==> src/rtl/rv32i_exec_core_if.sv <==
// ---------------------------------------------------------------------------
// rv32i_exec_core_if
// Bundle of the decode/execute slice operands and registered results.
//   master : register-read side, drives opcode/func3/func7/imm_src/src1/src2
//            and observes the registered control and ALU outputs.
//   slave  : the execute slice itself.
// ---------------------------------------------------------------------------
interface rv32i_exec_core_if #(
  parameter int DATA_WIDTH = 32
);
  logic [6:0]            opcode;
  logic [2:0]            func3;
  logic [6:0]            func7;
  logic [11:0]           imm_src;
  logic [DATA_WIDTH-1:0] src1;
  logic [DATA_WIDTH-1:0] src2;

  logic                  branch;
  logic                  mem_read;
  logic                  mem_2_reg;
  logic                  mem_write;
  logic                  alu_src;
  logic                  reg_write;
  logic [3:0]            alu_ctrl;
  logic [DATA_WIDTH-1:0] imm_signed;
  logic [DATA_WIDTH-1:0] results;
  logic                  zero;

  modport master (
    output opcode, func3, func7, imm_src, src1, src2,
    input  branch, mem_read, mem_2_reg, mem_write, alu_src, reg_write,
           alu_ctrl, imm_signed, results, zero
  );

  modport slave (
    input  opcode, func3, func7, imm_src, src1, src2,
    output branch, mem_read, mem_2_reg, mem_write, alu_src, reg_write,
           alu_ctrl, imm_signed, results, zero
  );
endinterface

==> src/rtl/rv32i_exec_core.sv <==
// ---------------------------------------------------------------------------
// rv32i_exec_core
// Registered decode-and-execute slice: decodes opcode/func3/func7 into
// datapath control, sign-extends the 12-bit immediate and computes the ALU
// result. Every output is registered, so latency is exactly one clk.
//
// Ports:
//   clk    : system clock, rising edge
//   rst    : synchronous active-high reset (zero loads 1, all else 0)
//   io_exe : rv32i_exec_core_if.slave (operands in, control/result out)
//
// Build option:
//   RV32I_ALU_SHIFT_EN - when defined, SLL/SRL/SRA are implemented; when not,
//                        those alu_ctrl codes still decode but give result 0.
// ---------------------------------------------------------------------------
module rv32i_exec_core #(
  parameter int DATA_WIDTH = 32
) (
  input logic                clk,
  input logic                rst,
  rv32i_exec_core_if.slave   io_exe
);

  localparam logic [6:0] OP_LOAD   = 7'b0000011;
  localparam logic [6:0] OP_STORE  = 7'b0100011;
  localparam logic [6:0] OP_RTYPE  = 7'b0110011;
  localparam logic [6:0] OP_IALU   = 7'b0010011;
  localparam logic [6:0] OP_BRANCH = 7'b1100011;

  localparam logic [3:0] ALU_ADD  = 4'b0000;
  localparam logic [3:0] ALU_SUB  = 4'b0001;
  localparam logic [3:0] ALU_AND  = 4'b0010;
  localparam logic [3:0] ALU_OR   = 4'b0011;
  localparam logic [3:0] ALU_XOR  = 4'b0100;
  localparam logic [3:0] ALU_SLL  = 4'b0101;
  localparam logic [3:0] ALU_SRL  = 4'b0110;
  localparam logic [3:0] ALU_SRA  = 4'b0111;
  localparam logic [3:0] ALU_SLT  = 4'b1000;
  localparam logic [3:0] ALU_SLTU = 4'b1001;

  logic                  w_branch, w_mem_read, w_mem_2_reg, w_mem_write;
  logic                  w_alu_src, w_reg_write, w_valid_op;
  logic [3:0]            w_alu_ctrl, w_func_ctrl;
  logic                  w_is_rtype;
  logic [DATA_WIDTH-1:0] w_imm_signed, w_op_b, w_alu_res, w_result;
  logic [4:0]            w_shamt;

  logic                  r_branch, r_mem_read, r_mem_2_reg, r_mem_write;
  logic                  r_alu_src, r_reg_write, r_zero;
  logic [3:0]            r_alu_ctrl;
  logic [DATA_WIDTH-1:0] r_imm_signed, r_results;

  assign w_imm_signed = {{(DATA_WIDTH-12){io_exe.imm_src[11]}}, io_exe.imm_src};
  assign w_is_rtype   = (io_exe.opcode == OP_RTYPE);

  // func3 map shared by R-type and I-ALU; func7[5] only selects SUB for R-type
  always_comb begin
    w_func_ctrl = ALU_ADD;
    case (io_exe.func3)
      3'b000:  w_func_ctrl = (w_is_rtype && io_exe.func7[5]) ? ALU_SUB : ALU_ADD;
      3'b001:  w_func_ctrl = ALU_SLL;
      3'b010:  w_func_ctrl = ALU_SLT;
      3'b011:  w_func_ctrl = ALU_SLTU;
      3'b100:  w_func_ctrl = ALU_XOR;
      3'b101:  w_func_ctrl = io_exe.func7[5] ? ALU_SRA : ALU_SRL;
      3'b110:  w_func_ctrl = ALU_OR;
      default: w_func_ctrl = ALU_AND;
    endcase
  end

  always_comb begin
    w_branch    = 1'b0;
    w_mem_read  = 1'b0;
    w_mem_2_reg = 1'b0;
    w_mem_write = 1'b0;
    w_alu_src   = 1'b0;
    w_reg_write = 1'b0;
    w_alu_ctrl  = ALU_ADD;
    w_valid_op  = 1'b1;
    case (io_exe.opcode)
      OP_LOAD: begin
        w_mem_read  = 1'b1;
        w_mem_2_reg = 1'b1;
        w_alu_src   = 1'b1;
        w_reg_write = 1'b1;
      end
      OP_STORE: begin
        w_mem_write = 1'b1;
        w_alu_src   = 1'b1;
      end
      OP_RTYPE: begin
        w_reg_write = 1'b1;
        w_alu_ctrl  = w_func_ctrl;
      end
      OP_IALU: begin
        w_alu_src   = 1'b1;
        w_reg_write = 1'b1;
        w_alu_ctrl  = w_func_ctrl;
      end
      OP_BRANCH: begin
        w_branch   = 1'b1;
        w_alu_ctrl = ALU_SUB;
      end
      default: w_valid_op = 1'b0;
    endcase
  end

  assign w_op_b  = w_alu_src ? w_imm_signed : io_exe.src2;
  assign w_shamt = w_op_b[4:0];

  always_comb begin
    w_alu_res = '0;
    case (w_alu_ctrl)
      ALU_ADD:  w_alu_res = io_exe.src1 + w_op_b;
      ALU_SUB:  w_alu_res = io_exe.src1 - w_op_b;
      ALU_AND:  w_alu_res = io_exe.src1 & w_op_b;
      ALU_OR:   w_alu_res = io_exe.src1 | w_op_b;
      ALU_XOR:  w_alu_res = io_exe.src1 ^ w_op_b;
`ifdef RV32I_ALU_SHIFT_EN
      ALU_SLL:  w_alu_res = io_exe.src1 << w_shamt;
      ALU_SRL:  w_alu_res = io_exe.src1 >> w_shamt;
      ALU_SRA:  w_alu_res = $signed(io_exe.src1) >>> w_shamt;
`else
      ALU_SLL, ALU_SRL, ALU_SRA: w_alu_res = {{(DATA_WIDTH-5){1'b0}}, w_shamt & 5'b0};
`endif
      ALU_SLT:  w_alu_res = {{(DATA_WIDTH-1){1'b0}},
                             ($signed(io_exe.src1) < $signed(w_op_b))};
      ALU_SLTU: w_alu_res = {{(DATA_WIDTH-1){1'b0}}, (io_exe.src1 < w_op_b)};
      default:  w_alu_res = '0;
    endcase
  end

  // unknown opcodes decode to ADD with src2, so the result must be forced
  assign w_result = w_valid_op ? w_alu_res : '0;

  always_ff @(posedge clk) begin
    if (rst) begin
      r_branch     <= 1'b0;
      r_mem_read   <= 1'b0;
      r_mem_2_reg  <= 1'b0;
      r_mem_write  <= 1'b0;
      r_alu_src    <= 1'b0;
      r_reg_write  <= 1'b0;
      r_alu_ctrl   <= ALU_ADD;
      r_imm_signed <= '0;
      r_results    <= '0;
      r_zero       <= 1'b1;
    end else begin
      r_branch     <= w_branch;
      r_mem_read   <= w_mem_read;
      r_mem_2_reg  <= w_mem_2_reg;
      r_mem_write  <= w_mem_write;
      r_alu_src    <= w_alu_src;
      r_reg_write  <= w_reg_write;
      r_alu_ctrl   <= w_alu_ctrl;
      r_imm_signed <= w_imm_signed;
      r_results    <= w_result;
      r_zero       <= (w_result == '0);
    end
  end

  assign io_exe.branch     = r_branch;
  assign io_exe.mem_read   = r_mem_read;
  assign io_exe.mem_2_reg  = r_mem_2_reg;
  assign io_exe.mem_write  = r_mem_write;
  assign io_exe.alu_src    = r_alu_src;
  assign io_exe.reg_write  = r_reg_write;
  assign io_exe.alu_ctrl   = r_alu_ctrl;
  assign io_exe.imm_signed = r_imm_signed;
  assign io_exe.results    = r_results;
  assign io_exe.zero       = r_zero;

endmodule

==> src/flat_wrapper.sv <==
// flat-port wrapper written by rule: the top's interface ports become plain ports
module rv32i_exec_core_flat 
#(
  parameter int DATA_WIDTH = 32
)
  (clk, rst, io_exe_opcode, io_exe_func3, io_exe_func7, io_exe_imm_src, io_exe_src1, io_exe_src2, io_exe_branch, io_exe_mem_read, io_exe_mem_2_reg, io_exe_mem_write, io_exe_alu_src, io_exe_reg_write, io_exe_alu_ctrl, io_exe_imm_signed, io_exe_results, io_exe_zero);
  rv32i_exec_core_if #(.DATA_WIDTH(DATA_WIDTH)) io_exe_i ();
  input logic clk;
  input logic rst;
  input wire logic [$bits(io_exe_i.opcode)-1:0] io_exe_opcode;
  input wire logic [$bits(io_exe_i.func3)-1:0] io_exe_func3;
  input wire logic [$bits(io_exe_i.func7)-1:0] io_exe_func7;
  input wire logic [$bits(io_exe_i.imm_src)-1:0] io_exe_imm_src;
  input wire logic [$bits(io_exe_i.src1)-1:0] io_exe_src1;
  input wire logic [$bits(io_exe_i.src2)-1:0] io_exe_src2;
  output wire logic [$bits(io_exe_i.branch)-1:0] io_exe_branch;
  output wire logic [$bits(io_exe_i.mem_read)-1:0] io_exe_mem_read;
  output wire logic [$bits(io_exe_i.mem_2_reg)-1:0] io_exe_mem_2_reg;
  output wire logic [$bits(io_exe_i.mem_write)-1:0] io_exe_mem_write;
  output wire logic [$bits(io_exe_i.alu_src)-1:0] io_exe_alu_src;
  output wire logic [$bits(io_exe_i.reg_write)-1:0] io_exe_reg_write;
  output wire logic [$bits(io_exe_i.alu_ctrl)-1:0] io_exe_alu_ctrl;
  output wire logic [$bits(io_exe_i.imm_signed)-1:0] io_exe_imm_signed;
  output wire logic [$bits(io_exe_i.results)-1:0] io_exe_results;
  output wire logic [$bits(io_exe_i.zero)-1:0] io_exe_zero;
  assign io_exe_i.opcode = io_exe_opcode;
  assign io_exe_i.func3 = io_exe_func3;
  assign io_exe_i.func7 = io_exe_func7;
  assign io_exe_i.imm_src = io_exe_imm_src;
  assign io_exe_i.src1 = io_exe_src1;
  assign io_exe_i.src2 = io_exe_src2;
  assign io_exe_branch = io_exe_i.branch;
  assign io_exe_mem_read = io_exe_i.mem_read;
  assign io_exe_mem_2_reg = io_exe_i.mem_2_reg;
  assign io_exe_mem_write = io_exe_i.mem_write;
  assign io_exe_alu_src = io_exe_i.alu_src;
  assign io_exe_reg_write = io_exe_i.reg_write;
  assign io_exe_alu_ctrl = io_exe_i.alu_ctrl;
  assign io_exe_imm_signed = io_exe_i.imm_signed;
  assign io_exe_results = io_exe_i.results;
  assign io_exe_zero = io_exe_i.zero;
  rv32i_exec_core #(.DATA_WIDTH(DATA_WIDTH)) u_core (.clk(clk), .rst(rst), .io_exe(io_exe_i));
endmodule
==> config.mk <==
export PLATFORM = sky130hd
export DESIGN_NAME = rv32i_exec_core_flat
export DESIGN_NICKNAME = d
export VERILOG_FILES = /design/src/rtl/rv32i_exec_core_if.sv /design/src/rtl/rv32i_exec_core.sv /design/src/flat_wrapper.sv
export SDC_FILE = /design/constraint.sdc
export NUM_CORES = 1
export LEC_CHECK = 0
export BUFFER_PORTS_ARGS = -buffer_cell sky130_fd_sc_hd__buf_2
export CORE_ASPECT_RATIO = 1.2
export CORE_MARGIN = 2
export CORE_UTILIZATION = 55
export CTS_BUF_LIST = sky130_fd_sc_hd__clkbuf_16
export DETAILED_ROUTE_END_ITERATION = 8
export GPL_TIMING_DRIVEN = 1
export PLACE_DENSITY = 0.81
export SYNTH_ARGS = -nofsm -noshare
export SYNTH_HDL_FRONTEND = slang
export SYNTH_SLANG_ARGS = --single-unit
==> constraint.sdc <==
create_clock -name clk -period 5.4 [get_ports clk]
set_clock_uncertainty 0.2 [all_clocks]
set_input_delay 0.54 -clock clk [delete_from_list [all_inputs] [get_ports clk]]
set_output_delay 0.54 -clock clk [all_outputs]
set_load 0.01 [all_outputs]
Word level (Yosys, flattened, before mapping)
Index checks and enable logic that the tools add are counted.

$add $sub $neg: 2. Magnitude comparators: 2. Eq/ne operators: 17. Multiplexer cells: 13. Bitwise logic cells: 3. Reduce and logical (&&, ||, !) cells: 8.

Operator list (count): $pmux W32 S7 (1); $lt A32 B32 Y1 (2); $mux W32 (2); $add A32 B32 Y32 (1); $and A32 B32 Y32 (1); $logic_not A32 Y1 (1); $or A32 B32 Y32 (1); $sub A32 B32 Y32 (1); $xor A32 B32 Y32 (1); $pmux W4 S7 (1); $eq A7 B6 Y1 const B (2); $eq A3 B3 Y1 const B (3); $eq A4 B2 Y1 const B (2); $eq A4 B4 Y1 const B (2); $mux W1 (8); $pmux W4 S2 (1); $eq A7 B2 Y1 const B (1); $eq A7 B5 Y1 const B (1); $eq A7 B7 Y1 const B (1); $eq A3 B2 Y1 const B (2); $reduce_or A3 Y1 (2); $reduce_or A5 Y1 (1); $eq A4 B1 Y1 const B (1); $eq A4 B3 Y1 const B (1); 5 further kinds (5).

Register bits after elaboration: 54. Output and inout port bits: 75. Word-level logic and storage cells: 54.

Longest topological paths before layout
Word-level depth: 9. Depth in mapped cells: 21. Gate-level depth less buffers: 18.

Least setup slack after synthesis
OpenSTA, ideal clock, no wires.

Kind: input -> register. Start: input io_exe_opcode[0]. End: register u_core.r_zero (netlist: u_core.io_exe.zero). Library setup time: 0.116 ns. Arrival time: 4.386 ns. Path slack: 0.698 ns. Cell stages on the path: 19. Buffers on the path: 2. Cells stage by stage: nor4bb_1 -> buf_2 -> nand2_1 -> buf_1 -> mux2_2 -> inv_1 -> ha_1 -> o21ba_1 -> or4_4 -> a211oi_2 -> o311ai_2 -> a21oi_1 -> o21a_2 -> a211o_1 -> a21oi_1 -> nand3_1 -> o311ai_1 -> a221o_1 -> a41o_1.

Cells in the longest elaborated chain, start to end: 9. Elaborated cells between the ends (all ways): 32. Classes of those cells: 2 x add/sub; 2 x order compare; 11 x eq/ne; 8 x mux; 3 x bitwise; 6 x reduce/logical.

Ends and longest elaborated chain: start, declared (RTL line flat_wrapper.sv:10) `input wire logic [$bits(io_exe_i.opcode)-1:0] io_exe_opcode;`; branches (longest 7 deep; another with $sub A32 B32 Y32); $mux W32 * (RTL line rv32i_exec_core.sv:134) `assign w_result = w_valid_op ? w_alu_res : '0;`; $logic_not A32 Y1 * (RTL line rv32i_exec_core.sv:158) `r_zero <= (w_result == '0);`; end signal, assigned (RTL line rv32i_exec_core.sv:158); end, declared (RTL line rv32i_exec_core.sv:49) `logic r_alu_src, r_reg_write, r_zero;`.

Every way passes the cells marked *. A chain may end at the register's enable or synchronous reset.

Worst setup path after layout
Start: input io_exe_opcode[3]. End: register u_core.r_zero (netlist: u_core.io_exe.zero).

The elaborated chain is that of the path after synthesis.

==> metrics.md <==
| Metric | Value |
|---|---|
| Hold_buf cts | `0` |
| #FFs+latches synth | `54` |
| I/O pins | `170` |
| Die Wd | `between 100 and 150 um` |
| Commonest register cell after synthesis | `dfxtp_1` |
| Maximum VDD drop | `~190 uV` |
| Starting Density | `0.559` |
| Reg area | `1080 um^2` |
| Fin crit period | `5.22 ns` |
| Pin count of the biggest net entering global routing | `37` |
| # port buffers | `around 160` |
| Critical-path top delay cell | `nor3b_1` |
| Syn avg cell area | `~7.4 um^2` |
| RSZ-0062 raised after global routing | `false` |
| Via count | `8,635` |
| Number of global-route vias before repair | `8,454` |
| Fin crit share | `0.966` |
| Number of vias per cell | `5.91` |
| First drt pass iteration count | `5` |
| CTS Root Cell | `clkbuf_16` |
| Bufs on Longest Clock Path | `2` |
| Area delta synth->final | `26.6%` |
| Slew headroom | `0.243` |
| Die area | `14,800 um^2` |
| Fillers | `1,184` |
| Detail Placement HPWL | `roughly 22,000 um` |
| Post-synth EDFFs | `0` |
| Peak per-stage delay on the critical path | `approximately 0.53 ns` |
| Clock Sinks | `54` |
| Register area share after synthesis | `0.142` |
| Switching power | `0.616 mW` |
| Wire per inst | `19.1 um` |
| Simple-Gate Fraction of Synth Area | `0.219` |
| Power Internal | `0.958 mW` |
| Leakage | `between 4 and 5 nW` |
| # rows | `47` |
| CTS tree | `done` |
| Critical path required time | `5.44 ns` |
| Async SR Flop Fraction | `0` |
| CP endpoint kind | `register` |
| Post-synthesis compound-gate area fraction | `0.302` |
| Initial DRC Count | `619` |
| Synth area leader | `ha_1` |
| Mapped Cells | `1,028` |
| First-pass GRT wire length | `around 44,000 um` |
| Register share of total power | `0.261` |
| Largest family of logic cells by synthesized area | `compound AO/OA/AOI/OAI gates` |
| Final Hold Fails | `0` |
| Area contributors post-synth | `ha_1 19%, dfxtp_1 14%, nor2_1 6.0%` |
| Status | `finished clean` |
| Layout Utilization | `0.707` |
| Mux cell area share after synthesis | `0.0268` |
| Clock transition at path regs | `0.08 ns` |
| Clock power frac | `0.212` |
| Yosys warns | `0` |
| Finished Layout Cells | `1,462` |
| FMAX | `0.192 GHz` |
| Global-route usage over all layers | `0.368` |
| Die Ht | `133 um` |
| Critical Path Source Type | `primary input` |
| Setup Buffers After CTS | `0` |
| Setup CP Type | `primary input to register` |
| Synthesized cell area | `7620 um^2` |
| Post-route DRC | `0` |
| Total core area | `13,600 um^2` |
| Max-cap violations | `0` |
| Multi-input gate area | `5750 um^2` |
| Fin. max-slew vios | `0` |
| Layout cells sized above 1 | `0.301` |
| CP cell instances | `buf_2 -> nor4bb_1 -> buf_4 -> nand2_1 -> buf_12 -> nor2_1 -> buf_4 -> a21o_1 -> inv_1 -> ha_1 -> nand2_1 -> o21ai_1 -> nand2b_1 -> nor3b_1 -> o311ai_2 -> o21ai_1 -> buf_4 -> xnor2_1 -> a22oi_1 -> o221ai_1 -> nor4_2 -> a41o_1` |
| Worst Tran Pin Value | `1.14 ns` |
| Yosys top cell area share | `0.186` |
| Worst EP arrival | `5.25 ns` |
| Syn Nets | `around 1,200` |
| Worst min path class | `primary input to register` |
| Yosys cell types | `95` |
| Initial antenna violation count | `1` |
| XOR/XNOR Fraction of Synth Area | `0.0149` |
| Final nets | `1,499` |
| Routed WL | `28,000 um` |
| CTS buffer count | `5` |
| RD Place Congestion | `about 1.0` |
| Most frequent CP cell | `buf_4` |
| Final ANT Viol Nets | `0` |
| CTS H-tree depth | `2` |
| Logic pwr share | `0.528` |
| Post-cts sizing count | `0` |
| Switch share | `0.391` |
| Total placed cells including tap cells | `1,453` |
| PD cells | `around 160 nW/um^2` |
| Synth Area in Adders | `0.191` |
| Remaining Overflow, GRT | `0` |
| Final setup fails | `0` |
| Max Fanout on Critical Path | `12` |
[cells in the final DEF, fill, tap and decap left out, types with 8 or more instances in the layout]
master,count
nand3_1,24
nor2b_1,27
mux2i_1,8
dfxtp_1,54
buf_2,163
nand2b_1,13
mux2_2,11
o21bai_1,8
a21oi_1,74
a31oi_1,9
nand4_1,9
o211ai_1,12
xnor2_1,12
buf_4,169
nor2_1,121
nand2_1,66
inv_1,90
o21ai_0,42
nor3_1,21
o31ai_1,11
a211oi_1,20
ha_1,113
a21o_1,38
[path summary, 6_finish.rpt]
path                  slack [ns]              start                     endpoint  depth (start not counted)
worst max-delay path        0.18   io_exe_opcode[3]           u_core.io_exe.zero                         22
worst min-delay path        0.25  io_exe_imm_src[8]  u_core.io_exe.imm_signed[8]                          2
[registers in the layout, indices dropped and copies added (netlist names)]
register,cells
u_core.io_exe.mem_read,1
u_core.io_exe.alu_src,1
u_core.io_exe.imm_signed,12
u_core.io_exe.reg_write,1
u_core.io_exe.alu_ctrl,4
u_core.io_exe.results,32
u_core.io_exe.branch,1
u_core.io_exe.zero,1
u_core.io_exe.mem_write,1
[power groups by stage]
| stage | logic, mW | clock network [mW] | registers [mW] |
|---|---|---|---|
| after floorplan | 0.482 | 0 | 0.425 |
| after global placement | 0.800 | 0 | 0.420 |
| after detailed placement | 0.809 | 0 | 0.420 |
| after CTS | 0.814 | 0.334 | 0.411 |
| after global routing | 0.902 | 0.343 | 0.411 |
| final | 0.831 | 0.334 | 0.411 |
[logic make-up (layout without fill, tap and decap cells)]
kind of cell / after synthesis / count (layout)
AND/OR/NAND/NOR: 335 / 335
AO/OA/AOI/OAI: 320 / 320
buffers and inverters: 172 / 434
adder cells (fa/ha/maj): 115 / 115
flip-flops: 54 / 54
multiplexers: 19 / 19
XOR/XNOR: 13 / 13
other: 0 / 1
[through the flow]
stage               setup WS, ns  hold slack (ns)  setup TNS, ns  instance area [um^2]  power [mW]
floorplan                  0.698            0.419              0                  7620       0.908
global placement        -0.00422            0.563       -0.00422                  9500        1.22
detailed placement       -0.0117            0.569        -0.0117                  9500        1.23
CTS                        0.260            0.256              0                  9640        1.56
global route              0.0117            0.279              0                  9650        1.66
finish                     0.183            0.255              0                  9650        1.57
[per-layer routing]
| layer | vias up | GRT usage | routed length (um) |
|---|---|---|---|
| li1 | 4172 | - | - |
| met1 | 3954 | 0.448 | 11100 |
| met2 | 436 | 0.667 | 13800 |
| met3 | 73 | 0.0330 | 2030 |
| met4 | 0 | 0.140 | 997 |
| met5 | - | 0 | 0 |
[cells in the mapped netlist, types with 8 or more instances]
cell type and instances:
nor3_1 21, a31oi_1 9, mux2i_1 8, a21o_1 38, nand2b_1 13, inv_1 90, mux2_2 11, o21bai_1 8
buf_4 24, nor2_1 121, clkbuf_1 27, ha_1 113, buf_2 21, xnor2_1 12, o211ai_1 12, nand3_1 24
a21oi_1 74, nand2_1 66, o31ai_1 11, a211oi_1 20, nor2b_1 27, dfxtp_1 54, nand4_1 9, o21ai_0 42
[critical path: cells and delay by family]
| family | cells | cell delay, ns |
|---|---|---|
| compound gates | 7 | 1.73 |
| simple gates | 7 | 1.61 |
| buf+inv | 6 | 0.89 |
| fa+ha+maj | 1 | 0.44 |
| xor+xnor | 1 | 0.05 |
[cell type report]
cell class,instances,share of cell area
repair buffers,333,0.218
clock buffers,5,0.0130
clock inverters,3,0.00207
well taps,171,0.0222
inverters,93,0.0362
multi-input cells,802,0.596
flip-flops and latches,54,0.112
diodes,1,0.000259
No activity file was read; power rests on OpenSTA's default activity.
